[config.mk]
export PLATFORM = sky130hd
export DESIGN_NAME = uart_rx_frame
export DESIGN_NICKNAME = d
export VERILOG_FILES = /design/src/rtl/uart_pkg.sv /design/src/rtl/uart_rx_sampler.sv /design/src/rtl/uart_rx_frame.sv
export SDC_FILE = /design/constraint.sdc
export NUM_CORES = 1
export LEC_CHECK = 0
export CORE_AREA = 2 2 68 70
export CTS_CLUSTER_DIAMETER = 120
export DETAILED_ROUTE_END_ITERATION = 16
export DIE_AREA = 0 0 70 72
export PLACE_DENSITY = 0.77
export RECOVER_POWER = 25
export REMOVE_ABC_BUFFERS = 1
export SLEW_MARGIN = 20
export SYNTH_ARGS = -nofsm -noshare
export SYNTH_HDL_FRONTEND = slang
export SYNTH_SLANG_ARGS = --single-unit
[constraint.sdc]
create_clock -name CLK -period 2.9 [get_ports CLK]
set_input_delay 0.58 -clock CLK [delete_from_list [all_inputs] [get_ports CLK]]
set_output_delay 0.58 -clock CLK [all_outputs]
set_load 0.01 [all_outputs]
[src/rtl/uart_pkg.sv]
// Shared UART definitions: receiver state encoding, parity type codes,
// legal oversampling ratios and the 3-sample majority vote.
package uart_pkg;

    typedef enum logic [2:0] {
        IDLE,
        START,
        DATA,
        PARITY,
        STOP
    } rx_state_e;

    localparam logic PAR_EVEN = 1'b0;
    localparam logic PAR_ODD  = 1'b1;

    localparam int PRSC_8  = 8;
    localparam int PRSC_16 = 16;
    localparam int PRSC_32 = 32;

    function automatic logic maj3(input logic a, input logic b, input logic c);
        return (a & b) | (a & c) | (b & c);
    endfunction

endpackage

[src/rtl/uart_rx_sampler.sv]
// Per-bit oversampling timer: counts CLK cycles within a bit, captures RX_IN
// at the three mid-bit positions and flags the end of each bit period.
module uart_rx_sampler
    import uart_pkg::*;
#(
    parameter int PRSC_WIDTH = 6
) (
    input  logic                  clk,
    input  logic                  rst,
    input  logic                  run,
    input  logic                  rx_in,
    input  logic [PRSC_WIDTH-1:0] prescale,
    output logic                  bit_wrap,
    output logic                  sample_last,
    output logic                  bit_now,
    output logic                  bit_val
);

    localparam logic [PRSC_WIDTH-1:0] ONE = PRSC_WIDTH'(1);

    logic [PRSC_WIDTH-1:0] edge_cnt;
    logic [PRSC_WIDTH-1:0] half;
    logic [2:0]            samples;

    assign half        = prescale >> 1;
    assign bit_wrap    = run && (edge_cnt == prescale - ONE);
    assign sample_last = run && (edge_cnt == half + ONE);

    // bit_now folds in the live line so the start-bit glitch check can act on the third sample edge
    assign bit_val = maj3(samples[0], samples[1], samples[2]);
    assign bit_now = maj3(samples[0], samples[1], rx_in);

    always_ff @(posedge clk) begin
        if (rst || !run) begin
            edge_cnt <= '0;
        end else if (bit_wrap) begin
            edge_cnt <= '0;
        end else begin
            edge_cnt <= edge_cnt + ONE;
        end
    end

    always_ff @(posedge clk) begin
        if (rst) begin
            samples <= '0;
        end else if (run) begin
            if (edge_cnt == half - ONE) samples[0] <= rx_in;
            if (edge_cnt == half)       samples[1] <= rx_in;
            if (edge_cnt == half + ONE) samples[2] <= rx_in;
        end
    end

endmodule

[src/rtl/uart_rx_frame.sv]
// UART frame receiver: start/data/parity/stop sequencing on top of the
// oversampling sampler, with registered byte, valid and error pulses.
module uart_rx_frame
    import uart_pkg::*;
#(
    parameter int DATA_WIDTH = 8,
    parameter int PRSC_WIDTH = 6
) (
    input  logic                  CLK,
    input  logic                  RST,
    input  logic                  RX_IN,
    input  logic                  PAR_EN,
    input  logic                  PAR_TYP,
    input  logic [PRSC_WIDTH-1:0] Prescale,
    output logic [DATA_WIDTH-1:0] P_DATA,
    output logic                  data_valid,
    output logic                  par_err,
    output logic                  stp_err
);

    localparam int              BIT_W    = (DATA_WIDTH > 1) ? $clog2(DATA_WIDTH) : 1;
    localparam logic [BIT_W-1:0] LAST_BIT = BIT_W'(DATA_WIDTH - 1);

    rx_state_e state;
    rx_state_e next_state;

    logic                  par_en_q;
    logic                  par_typ_q;
    logic [PRSC_WIDTH-1:0] prsc_q;
    logic [BIT_W-1:0]      bit_cnt;
    logic [DATA_WIDTH-1:0] shift_reg;
    logic                  par_bad;
    logic                  par_exp;

    logic run;
    logic bit_wrap;
    logic sample_last;
    logic bit_now;
    logic bit_val;

    assign run     = (state != IDLE);
    assign par_exp = (par_typ_q == PAR_ODD) ? ~^shift_reg : ^shift_reg;

    uart_rx_sampler #(
        .PRSC_WIDTH(PRSC_WIDTH)
    ) u_sampler (
        .clk        (CLK),
        .rst        (RST),
        .run        (run),
        .rx_in      (RX_IN),
        .prescale   (prsc_q),
        .bit_wrap   (bit_wrap),
        .sample_last(sample_last),
        .bit_now    (bit_now),
        .bit_val    (bit_val)
    );

    always_ff @(posedge CLK) begin
        if (RST) begin
            state <= IDLE;
        end else begin
            state <= next_state;
        end
    end

    always_comb begin
        next_state = state;
        case (state)
            IDLE:   if (!RX_IN) next_state = START;
            START: begin
                if (sample_last && bit_now) begin
                    next_state = IDLE;
                end else if (bit_wrap) begin
                    next_state = DATA;
                end
            end
            DATA: begin
                if (bit_wrap && (bit_cnt == LAST_BIT)) begin
                    next_state = par_en_q ? PARITY : STOP;
                end
            end
            PARITY: if (bit_wrap) next_state = STOP;
            STOP:   if (bit_wrap) next_state = IDLE;
            default: next_state = IDLE;
        endcase
    end

    // Frame config is captured on the start edge so mid-frame input changes are ignored
    always_ff @(posedge CLK) begin
        if (RST) begin
            par_en_q   <= 1'b0;
            par_typ_q  <= PAR_EVEN;
            prsc_q     <= PRSC_WIDTH'(PRSC_8);
            bit_cnt    <= '0;
            shift_reg  <= '0;
            par_bad    <= 1'b0;
            P_DATA     <= '0;
            data_valid <= 1'b0;
            par_err    <= 1'b0;
            stp_err    <= 1'b0;
        end else begin
            data_valid <= 1'b0;
            par_err    <= 1'b0;
            stp_err    <= 1'b0;
            case (state)
                IDLE: begin
                    if (!RX_IN) begin
                        par_en_q  <= PAR_EN;
                        par_typ_q <= PAR_TYP;
                        prsc_q    <= Prescale;
                        bit_cnt   <= '0;
                        par_bad   <= 1'b0;
                    end
                end
                DATA: begin
                    if (bit_wrap) begin
                        shift_reg <= {bit_val, shift_reg[DATA_WIDTH-1:1]};
                        bit_cnt   <= bit_cnt + BIT_W'(1);
                    end
                end
                PARITY: begin
                    if (bit_wrap && (bit_val != par_exp)) begin
                        par_bad <= 1'b1;
                        par_err <= 1'b1;
                    end
                end
                STOP: begin
                    if (bit_wrap) begin
                        if (!bit_val) begin
                            stp_err <= 1'b1;
                        end else if (!par_bad) begin
                            P_DATA     <= shift_reg;
                            data_valid <= 1'b1;
                        end
                    end
                end
                default: begin
                end
            endcase
        end
    end

endmodule

After elaboration in Yosys (flattened, before gate mapping)
Index checks and enable logic that the tools add are counted.

ROM bits: 0. Flip-flop bits (word level): 43. Bits in latches: 0. Output and inout bits: 11. Memories kept: 0. RAM bits: 0. Input port bits: 11.

Reductions and logical operators: 26. Shift operators: 0. Bitwise logic cells: 15. Divide/modulo/power cells: 0. $mul: 0. Order comparisons: 0. Multiplexer cells: 18. Add/sub/neg operators: 5. Equal/unequal tests: 17.

Operators with widths (count): $mux 3 (9); $eq 6x6->1 (3); $pmux 3 s5 (1); $ne 2x2->1 const B (6); $reduce_and 2->1 (5); $reduce_xnor 8->1 (1); $reduce_xor 8->1 (1); $add 5x1->6 const B (1); $add 6x1->6 const B (1); $eq 3x2->1 const B (2); $eq 3x3->1 const B (2); $eq 6x5->1 (1); $mux 1 (6); $not 1->1 (6); $pmux 3 s2 (1); $reduce_and 3->1 (2); $sub 5x1->6 const B (1); $sub 6x1->6 const B (1); $and 1x1->1 (5); $logic_and 1x1->1 (5); $reduce_and 5->1 (1); $or 1x1->1 (4); $reduce_and 4->1 (1); $reduce_bool 2->1 (2); other kinds (12) (13).

Longest topological paths before layout
Gate-level depths: netlist (run 1).

Depth in word-level cells: 7. Mapped depth: 10. Mapped depth without buffers: 8.

Modules after synthesis
From an unflattened synthesis (run 1), not the netlist that was laid out.

Cells, all modules: 272. Area total of the unflattened synthesis: 2379.8 um2.

By module, submodules not included: uart_rx_frame (cells each 168, instances 1, area an instance 1467.7 um2); uart_rx_sampler (cells each 104, instances 1, area an instance 912.1 um2).

Worst setup path before layout (run 1)
Ideal clock, no wire load.

Path kind: register to register. Start: reg prsc_q[1]. End: reg P_DATA[0]. Buffers on the path: 1. Data required time: 2.772 ns. Path slack: 0.758 ns. Arrival: 2.014 ns. Stages on the path, launching flop included: 10. Library setup time: 0.128 ns. Cell sequence: dfxtp_1 -> inv_1 -> ha_1 -> and2_4 -> o21ai_0 -> a31oi_4 -> nor4_2 -> buf_6 -> mux2i_1 -> nor2_1.

Cells in the longest elaborated chain, start to end: 4.

Ends and longest elaborated chain: from (decl) (RTL line uart_rx_frame.sv:29) `logic [PRSC_WIDTH-1:0] prsc_q;`; from (signal assigned) (RTL line uart_rx_frame.sv:93) `prsc_q <= PRSC_WIDTH'(PRSC_8);`; from (signal assigned) (RTL line uart_rx_frame.sv:110) `prsc_q <= Prescale;`; $sub 6x1->6 (RTL line uart_rx_sampler.sv:26) `assign bit_wrap = run && (edge_cnt == prescale - ONE);`; $eq 6x6->1 (RTL line uart_rx_sampler.sv:26); $logic_and 1x1->1 (RTL line uart_rx_sampler.sv:26); $reduce_and 4->1 (no line); to (signal assigned) (RTL line uart_rx_frame.sv:132) `P_DATA <= shift_reg;`; to (decl) (RTL line uart_rx_frame.sv:15) `output logic [DATA_WIDTH-1:0] P_DATA,`.

No other way between the ends. A chain may end at the register's enable or synchronous reset.

Worst setup path in the final report (run 1)
Start: reg prsc_q[1]. End: reg P_DATA[2].

Same word-level chain as after synthesis.

==> metrics.md, run 1 <==
| Metric | Value |
|---|---|
| Nets | 310 |
| Overflow after GRT | 0 |
| Starting Density | 0.554 |
| H-tree level count | 2 |
| TritonCTS Buffers | 5 |
| Antenna violations before repair | 0 |
| Fin crit share | 0.842 |
| GRT Overall Usage | 0.192 |
| Slowest CP cell | dfxtp_1 |
| Upper clock frequency limit | 0.409 GHz |
| Layout cells sized above 1 | 0.0922 |
| DRT antenna net count | 0 |
| Relative slew slack | 0.552 |
| Syn Std Cell Area | 2360 sq um |
| Most common cell after layout, fill and taps aside | dfxtp_1 |
| Clk root buf | clkbuf_8 |
| Worst-case clock buffer depth | 2 |
| Hold buffers post-CTS | 0 |
| Post-Route Setup TNS | 0 ns |
| CP Data Required Time | 3.08 ns |
| Final setup violating endpoints | 0 |
| Via/cell ratio | 5.53 |
| Die H | 72 microns |
| Via count | 1907 |
| Register area share after synthesis | 0.365 |
| Final wirelength | 4530 microns |
| Synth Register Bits | 43 |
| Power per standard cell area | 557 nW/um^2 |
| VDD IR max | 0.477 mV |
| Max stage delay on crit path | 0.47 ns |
| DR iter-0 viols | 124 |
| CTS tree | done |
| Synth Instances | 278 |
| CTS resizes | 0 |
| Commonest non-fill, non-tap cells in the layout | 43 x dfxtp_1, 40 x nand2_1, 26 x nor2_1, 20 x a21oi_1, 17 x xnor2_1 |
| Sink Count | 43 |
| P&R area growth vs syn | 12.6% |
| Cell chain of the critical path | inv_1 > ha_1 > and2_4 > o21ai_0 > a31oi_4 > nor4_2 > buf_4 > mux2i_1 > nor2_1 |
| Worst Path Class, Setup | register to register |
| GPL Wtd Cong | 0.833 |
| # fillers | 369 |
| Core outline area | 4260 sq um |
| Worst Path Max Fanout | 9 |
| Average wire per standard cell | 13.1 microns |
| Largest net degree at the start of global routing | 36 |
| Outcome | finished clean |
| Syn Area/Cell | 8.49 sq um |
| Worst path arrival time | 2.62 ns |
| Startpoint types | register |
| Async S/R FF share, synth | 0 |
| Vias in the first global route | 1725 |
| Worst Skew | 0.00534 ns |
| Port Buffers | 21 |
| DP HPWL | 3410 microns |
| Hold Vio Cnt, Final | 0 |
| RSZ-0062 raised after global routing | false |
| Clock transition at path regs | 0.08 ns |
| Residual DRC | 0 |
| Max Transition Viols Final | 0 |
| Clock Latency Late Sink | 0.29 ns |
| Warnings, synthesis | 0 |
| Bufs and invs on worst path | 2 |
| Leak Pwr | 1.00 nW |
| Dpl cell area | 2570 sq um |
| Max Cap Violations | 0 |
| Min-delay worst type | register to register |
| Fin area | 2660 sq um |
| DRT Pass-1 Iters | 5 |
| Die width | 70 microns |
| Setup Fix Bufs, Post-CTS | 0 |
| Crit. End Element | register |
| Slew @ Worst Pin | 0.670 ns |
| Antenna Cells | 0 |
| I/O pins | 22 |
| Rows | 24 |
| First-pass GRT wire length | 7800 microns |
| Period minus WS final | 2.44 ns |
| CP top delay family | compound AO/OA/AOI/OAI gates |
| Full die area | 5040 sq um |
| Number of enable flip-flop cells after synthesis | 0 |
| Top_reg_cell synth | dfxtp_1 |
| Synth cell types | 57 |
final timing paths:
check / slack [ns] / startpoint / depth (start not counted) / endpoint
worst max-delay path: 0.46 / prsc_q[1] / 9 / P_DATA[2]
worst min register to register: 0.47 / par_bad / 2 / par_bad
worst min-delay path: 0.47 / par_bad / 2 / par_bad
worst max register to register: 0.46 / prsc_q[1] / 9 / P_DATA[2]
report_power, final:
group,internal [mW],switching [mW],leakage (nW),total [mW]
Clock,0.168,0.208,0.0402,0.375
Combinational,0.169,0.239,0.616,0.408
Sequential,0.627,0.0710,0.348,0.698
per-stage QoR:
stage	hold slack [ns]	setup WS [ns]	utilization	power (mW)	std cells
global placement	0.455	0.500	0.602	1.11	337
global route	0.486	0.198	0.623	1.57	345
CTS	0.471	0.428	0.623	1.49	345
floorplan	0.431	0.297	-	1.01	261
detailed placement	0.457	0.428	0.602	1.12	337
finish	0.468	0.458	0.623	1.48	345
metal layers:
| layer | global-route usage | wire length, microns |
|---|---|---|
| met1 | 0.243 | 2110 |
| met2 | 0.323 | 2130 |
| met3 | 0.0514 | 228 |
| met4 | 0.0641 | 66 |
| met5 | 0 | 0 |
tightest hold or removal path: stages (launching register included):
cell	delay (ns)
dfxtp_1	0.31
inv_1	0.06
a211oi_1	0.06
cell usage after synthesis (2+ instances only):
library cell | n | area, sq um
dfxtp_1 | 43 | 861
nand2_1 | 40 | 150
nor2_1 | 26 | 97.6
a21oi_1 | 20 | 100
xnor2_1 | 17 | 149
mux2i_1 | 12 | 120
nand3_1 | 11 | 55.1
xor2_1 | 11 | 96.3
clkbuf_1 | 8 | 30.0
inv_1 | 8 | 30.0
ha_1 | 7 | 87.6
nor2_2 | 7 | 43.8
and3_1 | 5 | 31.3
buf_2 | 4 | 20.0
nor3_1 | 4 | 20.0
o21ai_0 | 4 | 20.0
nor2b_1 | 3 | 18.8
or3_1 | 3 | 18.8
buf_6 | 2 | 22.5
clkbuf_2 | 2 | 10.0
maj3_1 | 2 | 20.0
nand3b_1 | 2 | 15.0
nor3b_1 | 2 | 15.0
nor4_1 | 2 | 12.5
final cells by class:
class                      count  area [sq um]  share of cell area
clock inverter                 3          20.0             0.00753
clock buffer                   5          68.8              0.0259
sequential                    43           861               0.324
timing repair buffer          24           233              0.0876
tap                           52          65.1              0.0245
multi-input combinational    210          1380               0.519
inverter                       8          30.0              0.0113
logic make-up (layout without fill, tap and decap cells):
logic type | after synthesis | count (layout) | share of synthesized area
and+or+nand+nor | 116 | 116 | 0.247
AOI/OAI and AO/OA | 43 | 43 | 0.123
DFF | 43 | 43 | 0.365
xor gates and xnor gates | 30 | 30 | 0.118
buffers and inverters | 25 | 40 | 0.0509
muxes | 12 | 12 | 0.0509
adders and majority gates | 9 | 9 | 0.0456
Power figures use the tool's default switching activity.
==> run 2: changes to the inputs <==
--- a/config.mk
+++ b/config.mk
@@ -5,11 +5,11 @@
 export SDC_FILE = /design/constraint.sdc
 export NUM_CORES = 1
 export LEC_CHECK = 0
-export CORE_AREA = 2 2 68 70
+export CORE_AREA = 2 2 72 74
 export CTS_CLUSTER_DIAMETER = 120
 export DETAILED_ROUTE_END_ITERATION = 16
-export DIE_AREA = 0 0 70 72
-export PLACE_DENSITY = 0.77
+export DIE_AREA = 0 0 74 76
+export PLACE_DENSITY = 0.72
 export RECOVER_POWER = 25
 export REMOVE_ABC_BUFFERS = 1
 export SLEW_MARGIN = 20
==> constraint.sdc (replaced) <==
create_clock -name CLK -period 2.2 [get_ports CLK]
set_input_delay 0.44 -clock CLK [delete_from_list [all_inputs] [get_ports CLK]]
set_output_delay 0.44 -clock CLK [all_outputs]
set_load 0.01 [all_outputs]
==> metrics.md, run 2 (synthesized netlist as in run 1, its figures left out) <==
| Metric | Value |
|---|---|
| GPL Wtd Cong | 0.951 (+14%) |
| Reg2Reg Depth | 10 (+1) |
| Antenna Cells | 0 (unchanged) |
| Hold Vio Cnt, Final | 0 (unchanged) |
| Commonest non-fill, non-tap cells in the layout | 40 x nand2_1, 39 x dfxtp_1, 25 x nor2_1, 19 x a21oi_1, 18 x buf_4 |
| Met1 Usage GRT | 0.276 (+0.0337) |
| Port Buffers | 21 (unchanged) |
| Leak Pwr | 1.11 nW (+11%) |
| Final hold slack | 0.468 ns (+0.000335 ns) |
| CP Data Required Time | 2.39 ns (-0.69 ns) |
| Layout Utilization | 0.589 (-0.0346) |
| Overflow after GRT | 0 (unchanged) |
| VDD IR max | 0.416 mV (-13%) |
| Clock Latency Late Sink | 0.30 ns (about the same) |
| Fin crit share | 0.966 (+0.124) |
| Core outline area | 4910 sq um (+15%) |
| Max Cap Violations | 0 (unchanged) |
| Layout cells sized above 1 | 0.195 (+0.103) |
| Worst hold start | par_bad |
| Final setup violating endpoints | 0 (unchanged) |
| Slew @ Worst Pin | 0.447 ns (-0.223 ns) |
| Most Crowded Layer GR | met2 |
| Post-Place Worst Slack | -0.0279 ns (-0.456 ns) |
| Worst Hold Depth | 2 (unchanged) |
| Period minus WS final | 2.13 ns (-0.316 ns) |
| DP HPWL | 3610 microns (+5.6%) |
| CTS tree | done |
| Via count | 1986 (+4.1%) |
| DRT Pass-1 Iters | 4 (-1) |
| Worst path arrival time | 2.31 ns (-0.31 ns) |
| Most common cell after layout, fill and taps aside | nand2_1 |
| Upper clock frequency limit | 0.470 GHz (+15%) |
| Seq. cell area | 866 sq um (+0.58%) |
| Reg2reg start | prsc_q[2] |
| Outcome | finished clean |
| Average wire per standard cell | 13.6 microns (+3.7%) |
| # fillers | 438 (+19%) |
| Met3 GRT Util | 0.0516 (+0.000198) |
| DR iter-0 viols | 136 (+9.7%) |
| P&R area growth vs syn | 22.5% |
| Starting Density | 0.481 (-0.0731) |
| Multi-input gate area | 1470 sq um (+6.8%) |
| I/O pins | 22 (unchanged) |
| H-tree level count | 2 (unchanged) |
| Hold path endpoint | par_bad |
| Die width | 74 microns (+5.7%) |
| Min-delay worst type | register to register |
| Worst setup path startpoint | prsc_q[2] |
| Sink Count | 43 (unchanged) |
| Max Transition Viols Final | 0 (unchanged) |
| Reg-to-reg endpoint | P_DATA[2] |
| Clk root buf | clkbuf_8 |
| Full die area | 5620 sq um (+12%) |
| Die H | 76 microns (+5.6%) |
| Final wirelength | 5150 microns (+14%) |
| GRT met2 Usage | 0.292 (-0.0308) |
| Nets | 325 (+4.8%) |
| Clock transition at path regs | 0.09 ns (about the same) |
| Worst-case clock buffer depth | 2 (unchanged) |
| Power Total | 2.13 mW (+44%) |
| Largest net degree at the start of global routing | 37 (+2.8%) |
| Via/cell ratio | 5.25 (-4.9%) |
| Worst Skew | 0.00491 ns (-0.000428 ns) |
| Antenna violations before repair | 0 (unchanged) |
| Rows | 26 (+8.3%) |
| Worst Path Class, Setup | register to register |
| Vias in the first global route | 1906 (+10%) |
| Worst Path Max Fanout | 5 (-4) |
| Reg2Reg Setup Slack | 0.07 ns (-0.38 ns) |
| GRT Overall Usage | 0.198 (+0.00554) |
| First-pass GRT wire length | 8800 microns (+13%) |
| Startpoint types | register |
| Power per standard cell area | 736 nW/um^2 (+32%) |
| Relative slew slack | 0.701 (+0.150) |
| DRT antenna net count | 0 (unchanged) |
| Post-Route Setup TNS | 0 ns (unchanged) |
| Setup WS post-layout | 0.0740 ns (-0.384 ns) |
| Crit. End Element | register |
| Residual DRC | 0 (unchanged) |
| TritonCTS Buffers | 5 (unchanged) |
## run 2: cell count changes in the layout (fill, tap and decap cells not counted), moves of 2 or more
cell and delta:
and3_1 -2, buf_4 +15, dfxtp_1 -4, dfxtp_2 +4
ha_1 -3, ha_4 +2
## run 2: area by class of cell
type                            instances  share of cell area
Tap cell                               70              0.0303
Sequential cell                        43               0.299
Clock inverter                          3             0.00692
Clock buffer                            5              0.0238
Multi-Input combinational cell        210               0.510
Inverter                                8              0.0104
Timing Repair Buffer                   39               0.119
## run 2: routing by layer
layer	vias to the layer above	routed length [microns]
li1	997	-
met2	36	2390
met3	8	212
met1	945	2460
met4	0	88
met5	-	0
## run 2: through the flow
step                cell area, sq um  instances
floorplan                       2270        261
global placement                2690        368
detailed placement              2690        368
CTS                             2780        376
global route                    2890        378
finish                          2890        378
## run 2: how the worst max path moves through the flow
| stage | end | slack (ns) |
|---|---|---|
| global placement | state[0] | 0.04 |
| global route | P_DATA[5] | -0.02 |
| finish | P_DATA[2] | 0.07 |
| detailed placement | u_sampler.edge_cnt[3] | -0.03 |
| floorplan | P_DATA[0] | -0.40 |
| CTS | P_DATA[3] | 0.03 |
## run 2: what timing repair did
| action | in CTS | in global routing |
|---|---|---|
| hold buffers | 0 | 0 |
| gates resized for setup | 1 | 23 |
| setup endpoints to repair | 11 | 28 |
| pin swaps | 0 | 1 |
| gates cloned | 0 | 1 |
| buffers inserted | 0 | 1 |
## run 2: power breakdown
| group | switching [mW] | internal (mW) | total (mW) |
|---|---|---|---|
| combinational | 0.414 | 0.313 | 0.727 |
| sequential | 0.0621 | 0.828 | 0.890 |
| clock | 0.289 | 0.221 | 0.510 |
## run 2: critical path, stage by stage, from the launching register on
cell	delay, ns
dfxtp_2	0.34
inv_1	0.08
ha_2	0.20
a21boi_4	0.22
and3_4	0.23
o211ai_4	0.10
nor4_4	0.32
buf_4	0.16
buf_4	0.13
mux2i_1	0.19
nor2_1	0.06
